===== src/rtl/instr_encoder.sv =====
// RV32I field-to-word encoder: packs opcode/register/funct/immediate fields into
// instruction words and streams them through a small FIFO to an imem write port.
module instr_encoder #(
   parameter int DEPTH     = 4,
   parameter int ADDR_W    = 10,
   parameter int BASE_ADDR = 0
) (
   input  logic                       clk,
   input  logic                       nReset,
   input  logic                       start,
   input  logic                       in_valid,
   output logic                       in_ready,
   input  logic [4:0]                 in_opcode,
   input  logic [4:0]                 in_rd,
   input  logic [4:0]                 in_rs1,
   input  logic [4:0]                 in_rs2,
   input  logic [2:0]                 in_funct3,
   input  logic                       in_f7b5,
   input  logic [31:0]                in_imm,
   output logic                       wr_en,
   output logic [ADDR_W-1:0]          wr_addr,
   output logic [31:0]                wr_data,
   input  logic                       wr_ready,
   output logic                       illegal,
   output logic [$clog2(DEPTH+1)-1:0] count,
   output logic                       busy
);

   localparam int PTR_W = $clog2(DEPTH);
   localparam int CNT_W = $clog2(DEPTH+1);
   localparam logic [ADDR_W-1:0] BASE = ADDR_W'(BASE_ADDR);

   localparam logic [4:0] OPC_LOAD   = 5'b00000;
   localparam logic [4:0] OPC_OPIMM  = 5'b00100;
   localparam logic [4:0] OPC_AUIPC  = 5'b00101;
   localparam logic [4:0] OPC_STORE  = 5'b01000;
   localparam logic [4:0] OPC_OP     = 5'b01100;
   localparam logic [4:0] OPC_LUI    = 5'b01101;
   localparam logic [4:0] OPC_BRANCH = 5'b11000;
   localparam logic [4:0] OPC_JALR   = 5'b11001;
   localparam logic [4:0] OPC_JAL    = 5'b11011;

   logic [31:0]       mem_q [DEPTH];
   logic [PTR_W-1:0]  wptr_q, wptr_d;
   logic [PTR_W-1:0]  rptr_q, rptr_d;
   logic [CNT_W-1:0]  count_q, count_d;
   logic [ADDR_W-1:0] addr_q, addr_d;
   logic              illegal_q, illegal_d;

   logic [31:0] enc_word;
   logic        enc_legal;
   logic [6:0]  opc7;
   logic        full, empty, xfer, push, pop;

   assign opc7 = {in_opcode, 2'b11};

   always_comb begin
      enc_word  = '0;
      enc_legal = 1'b1;
      case (in_opcode)
         OPC_LUI, OPC_AUIPC:
            enc_word = {in_imm[31:12], in_rd, opc7};
         OPC_OPIMM: begin
            // shift-immediates carry SRAI select in funct7 and shamt in imm[4:0]
            if (in_funct3 == 3'b001 || in_funct3 == 3'b101)
               enc_word = {1'b0, in_f7b5, 5'b00000, in_imm[4:0], in_rs1, in_funct3, in_rd, opc7};
            else
               enc_word = {in_imm[11:0], in_rs1, in_funct3, in_rd, opc7};
         end
         OPC_LOAD:
            enc_word = {in_imm[11:0], in_rs1, in_funct3, in_rd, opc7};
         OPC_JALR:
            enc_word = {in_imm[11:0], in_rs1, 3'b000, in_rd, opc7};
         OPC_OP:
            enc_word = {1'b0, in_f7b5, 5'b00000, in_rs2, in_rs1, in_funct3, in_rd, opc7};
         OPC_STORE: begin
            enc_word  = {in_imm[11:5], in_rs2, in_rs1, in_funct3, in_imm[4:0], opc7};
            enc_legal = (in_funct3 <= 3'b010);
         end
         OPC_BRANCH: begin
            enc_word  = {in_imm[12], in_imm[10:5], in_rs2, in_rs1, in_funct3,
                         in_imm[4:1], in_imm[11], opc7};
            enc_legal = !(in_funct3 == 3'b010 || in_funct3 == 3'b011);
         end
         OPC_JAL:
            enc_word = {in_imm[20], in_imm[10:1], in_imm[11], in_imm[19:12], in_rd, opc7};
         default:
            enc_legal = 1'b0;
      endcase
   end

   assign full     = (count_q == CNT_W'(DEPTH));
   assign empty    = (count_q == '0);
   assign in_ready = nReset && !full && !start;
   assign xfer     = in_valid && in_ready;
   assign push     = xfer && enc_legal;
   assign wr_en    = nReset && !empty;
   assign pop      = wr_en && wr_ready;

   always_comb begin
      count_d = count_q;
      case ({push, pop})
         2'b10:   count_d = count_q + CNT_W'(1);
         2'b01:   count_d = count_q - CNT_W'(1);
         default: count_d = count_q;
      endcase
      wptr_d    = push ? wptr_q + PTR_W'(1) : wptr_q;
      rptr_d    = pop  ? rptr_q + PTR_W'(1) : rptr_q;
      addr_d    = pop  ? addr_q + ADDR_W'(1) : addr_q;
      illegal_d = xfer && !enc_legal;
   end

   // start shares the reset path so a flush also drops a write accepted that cycle
   always_ff @(posedge clk) begin
      if (!nReset || start) begin
         count_q   <= '0;
         wptr_q    <= '0;
         rptr_q    <= '0;
         addr_q    <= BASE;
         illegal_q <= 1'b0;
      end else begin
         count_q   <= count_d;
         wptr_q    <= wptr_d;
         rptr_q    <= rptr_d;
         addr_q    <= addr_d;
         illegal_q <= illegal_d;
      end
   end

   always_ff @(posedge clk) begin
      if (push)
         mem_q[wptr_q] <= enc_word;
   end

   assign wr_addr = addr_q;
   assign wr_data = wr_en ? mem_q[rptr_q] : 32'h0;
   assign illegal = illegal_q;
   assign count   = count_q;
   assign busy    = wr_en;

endmodule


===== config.mk =====
export PLATFORM = sky130hd
export DESIGN_NAME = instr_encoder
export DESIGN_NICKNAME = d
export VERILOG_FILES = /design/src/rtl/instr_encoder.sv
export SDC_FILE = /design/constraint.sdc
export NUM_CORES = 1
export LEC_CHECK = 0
export ABC_AREA = 0
export CAP_MARGIN = 0
export CORE_ASPECT_RATIO = 0.6
export CORE_MARGIN = 4
export CORE_UTILIZATION = 40
export DETAILED_ROUTE_END_ITERATION = 8
export MAX_ROUTING_LAYER = met4
export SETUP_SLACK_MARGIN = 0.3
export SLEW_MARGIN = 5
export SYNTH_ARGS = -nofsm -noshare
export SYNTH_HDL_FRONTEND = slang
export SYNTH_SLANG_ARGS = --single-unit

===== constraint.sdc =====
create_clock -name clk -period 6.9 [get_ports clk]
set_input_delay 1.38 -clock clk [delete_from_list [all_inputs] [get_ports clk]]
set_output_delay 1.38 -clock clk [all_outputs]
set_load 0.02 [all_outputs]

==> results.md <==
* Outcome: finished clean
* Final ANT Viol Nets at 0
* Pin count of the biggest net entering global routing at 32
* Final Max Slew Viols at 0
* Die height at 105 um
* Hold Vio Cnt, Final at 0
* Skew-Pair Late Insertion Delay at 420 ps
* MaxCap Viol Count at 0
* Pwr dens at 238 nW/um^2
* Seq pwr share at 0.487
* Switching share of power at 0.212
* Syn Inst Count at 396
* Worst Tran Pin Value at 999 ps
* Commonest cells post-synth: edfxtp_1 (124), and2_1 (38), mux4_2 (31), nor2_1 (28), dfxtp_1 (20)
* Setup Buffers After CTS at 0
* Die width at 170 um
* Initial Util at 0.408
* Final Setup Violations at 0
* Share of the synthesized area in the top cell type at 0.594
* RSZ-0062 raised after global routing: no
* Setup Skew at 6.32 ps
* DRT Pass-1 Iters at 5
* Drt total wl at 14.8 mm
* Max_slew headroom at 0.325
* Synth Area per Inst at 15.8 um^2
* Clock Path Buffers at 2
* Clock Sinks at 144
* Most common cell in the netlist: edfxtp_1
* Max IR drop VDD at 0.152 mV
* # diodes at 0
* Yosys warns at 0
* Final Cell Area at 8170 um^2
* Vias at 3841
* Setup TNS Final at 0 ps
* Htree depth at 4
* Fin crit share at 0.728
* Clk slew on worst S/H paths at 60 ps
* Synth area leader: edfxtp_1
* Area Growth Syn to Fin at 30.2%
* Share of cells above drive strength 1 at 0.145
* Crit. End Element: output pin
* Distinct cells, synth at 55
* #FFs+latches synth at 144
* TritonCTS Buffers at 17
* CP Launch Type: primary input
* Die ar. at 17800 um^2
* Combinational fraction of design power at 0.049
* Nets@finish at 579
* Area after DPL at 7580 um^2
* Post-synth EDFFs at 124
* CP arrival at 3640 ps
* Crit path time final at 5020 ps
* Main synth FF type: edfxtp_1
* # port buffers at 109
* Synth area leaders: edfxtp_1 (59%), mux4_2 (11%), dfxtp_1 (6.4%)
* Wirelength per Cell at 20.3 um
* Vias in the first global route at 4033
* Site row count at 35
* Hold buffers post-CTS at 0
* Overall Global Routing Usage at 0.175
* Dpl hpwl at 9.84 mm
* Placer Congestion at 0.804
* Dpl ws at 1820 ps
* Clock root cell: clkbuf_16
* Crit path required time at 5520 ps
* Sequential fraction of the synthesis area at 0.657
* Filler cells at 1245
* Internal cell power at 0.00153 W
* Top Ports at 110
* Async set or reset register ratio after synthesis at 0
* # DRC at 0
* Global route overflow at 0
* Number of DRC markers in iteration 0 at 380
* PostCTS Resize Cnt at 0
* Syn Std Cell Area at 6270 um^2
* Net Sw Power at 0.000413 W
* Initial antenna violation count at 0
* Crit Path Max Fanout at 20
* Worst Setup Slack, final at 1880 ps
* Core footprint at 15400 um^2
* Syn Nets at 464
* Vias per std cell at 5.28
* HP Class: reg -> reg
* First-pass GRT wire length at 22.7 mm
* Fmax achieved at 0.199 GHz
* Total Power at 0.00195 W
* Crit Path Category: in -> out
* Clock share of power at 0.464
* Pleak at 2.73 nW
* TritonCTS clock tree: yes
[critical path, cell delays in order]
cell and delay [ps]:
clkdlybuf4s50_1 560, o31a_1 580, buf_4 340, and2_1 160, clkdlybuf4s50_1 610
[routing by layer]
layer | vias to the layer above | track usage | routed length [um]
met5 | - | - | 0
met3 | 10 | 0.0476 | 842
met1 | 1941 | 0.242 | 6940
met2 | 113 | 0.257 | 6880
li1 | 1777 | - | -
met4 | 0 | 0.0460 | 115
[logic make-up after synthesis]
group | Yosys count | share of synthesized area
AO/OA/AOI/OAI | 55 | 0.0706
flip-flops | 144 | 0.657
buffers and inverters | 35 | 0.0241
XOR/XNOR | 12 | 0.0168
multiplexers | 34 | 0.116
AND/OR/NAND/NOR | 109 | 0.0997
adder cells (fa/ha/maj) | 7 | 0.0152
[stage by stage]
stage	utilization	hold slack, ps	std cells
detailed placement	0.493	493	695
floorplan	-	485	396
finish	0.532	502	727
CTS	0.532	502	727
global placement	0.493	470	695
global route	0.532	539	727
[path summary, 6_finish.rpt]
kind / startpoint / end / slack, ps / cells past startpoint
worst max-delay path: nReset / wr_data[28] / 1880 / 5
worst min-delay path: wr_addr[9] / wr_addr[9] / 500 / 2
worst max register to register: count[0] / mem_q[3][10] / 4340 / 5
worst min register to register: wr_addr[9] / wr_addr[9] / 500 / 2
[registers in the layout (all words and copies together), names as in the netlist, named ones only]
register,flops
mem_q,124
wr_addr,10
count,3
rptr_q,2
wptr_q,2
illegal,1
[layout make-up]
cell class	count	area (um^2)	area share
timing repair buffer	117	1150	0.141
inverter	14	52.6	0.00643
clock buffer	18	429	0.0525
multi-input combinational	217	2000	0.245
clock inverter	14	160	0.0196
sequential	144	4130	0.505
tap	203	254	0.0311
[placed cells by master, fill, tap and decap left out, types with 3 or more instances in the layout]
| cell | netlist | routed |
|---|---|---|
| xnor2_1 | 3 | 3 |
| buf_4 | 3 | 8 |
| or3_1 | 3 | 3 |
| nand2_1 | 6 | 6 |
| a21oi_1 | 5 | 5 |
| and3_1 | 5 | 5 |
| mux4_2 | 31 | 31 |
| ha_1 | 6 | 6 |
| inv_1 | 14 | 14 |
| clkdlybuf4s50_1 | 0 | 109 |
| edfxtp_1 | 124 | 124 |
| nand2b_1 | 3 | 3 |
| and2_1 | 38 | 38 |
| o21ai_0 | 7 | 7 |
| clkinv_4 | 0 | 5 |
| xor2_1 | 9 | 9 |
| nand3b_1 | 3 | 3 |
| a222oi_1 | 4 | 4 |
| nand4_1 | 4 | 4 |
| a22o_1 | 18 | 18 |
| nor2_1 | 28 | 28 |
| nor2b_1 | 3 | 3 |
| dfxtp_1 | 20 | 19 |
| clkbuf_16 | 0 | 17 |
| nand3_1 | 6 | 6 |
[power groups by stage]
stage	Combinational [W]	Sequential [W]	Clock (W)
2_1_floorplan	0.0000383	0.000967	0
3_3_place_gp	0.0000925	0.000967	0
3_5_place_dp	0.0000942	0.000967	0
4_1_cts	0.0000950	0.000948	0.000926
5_1_grt	0.000102	0.000948	0.000968
6_report	0.0000946	0.000949	0.000904
(Power assumes the default switching activity.)
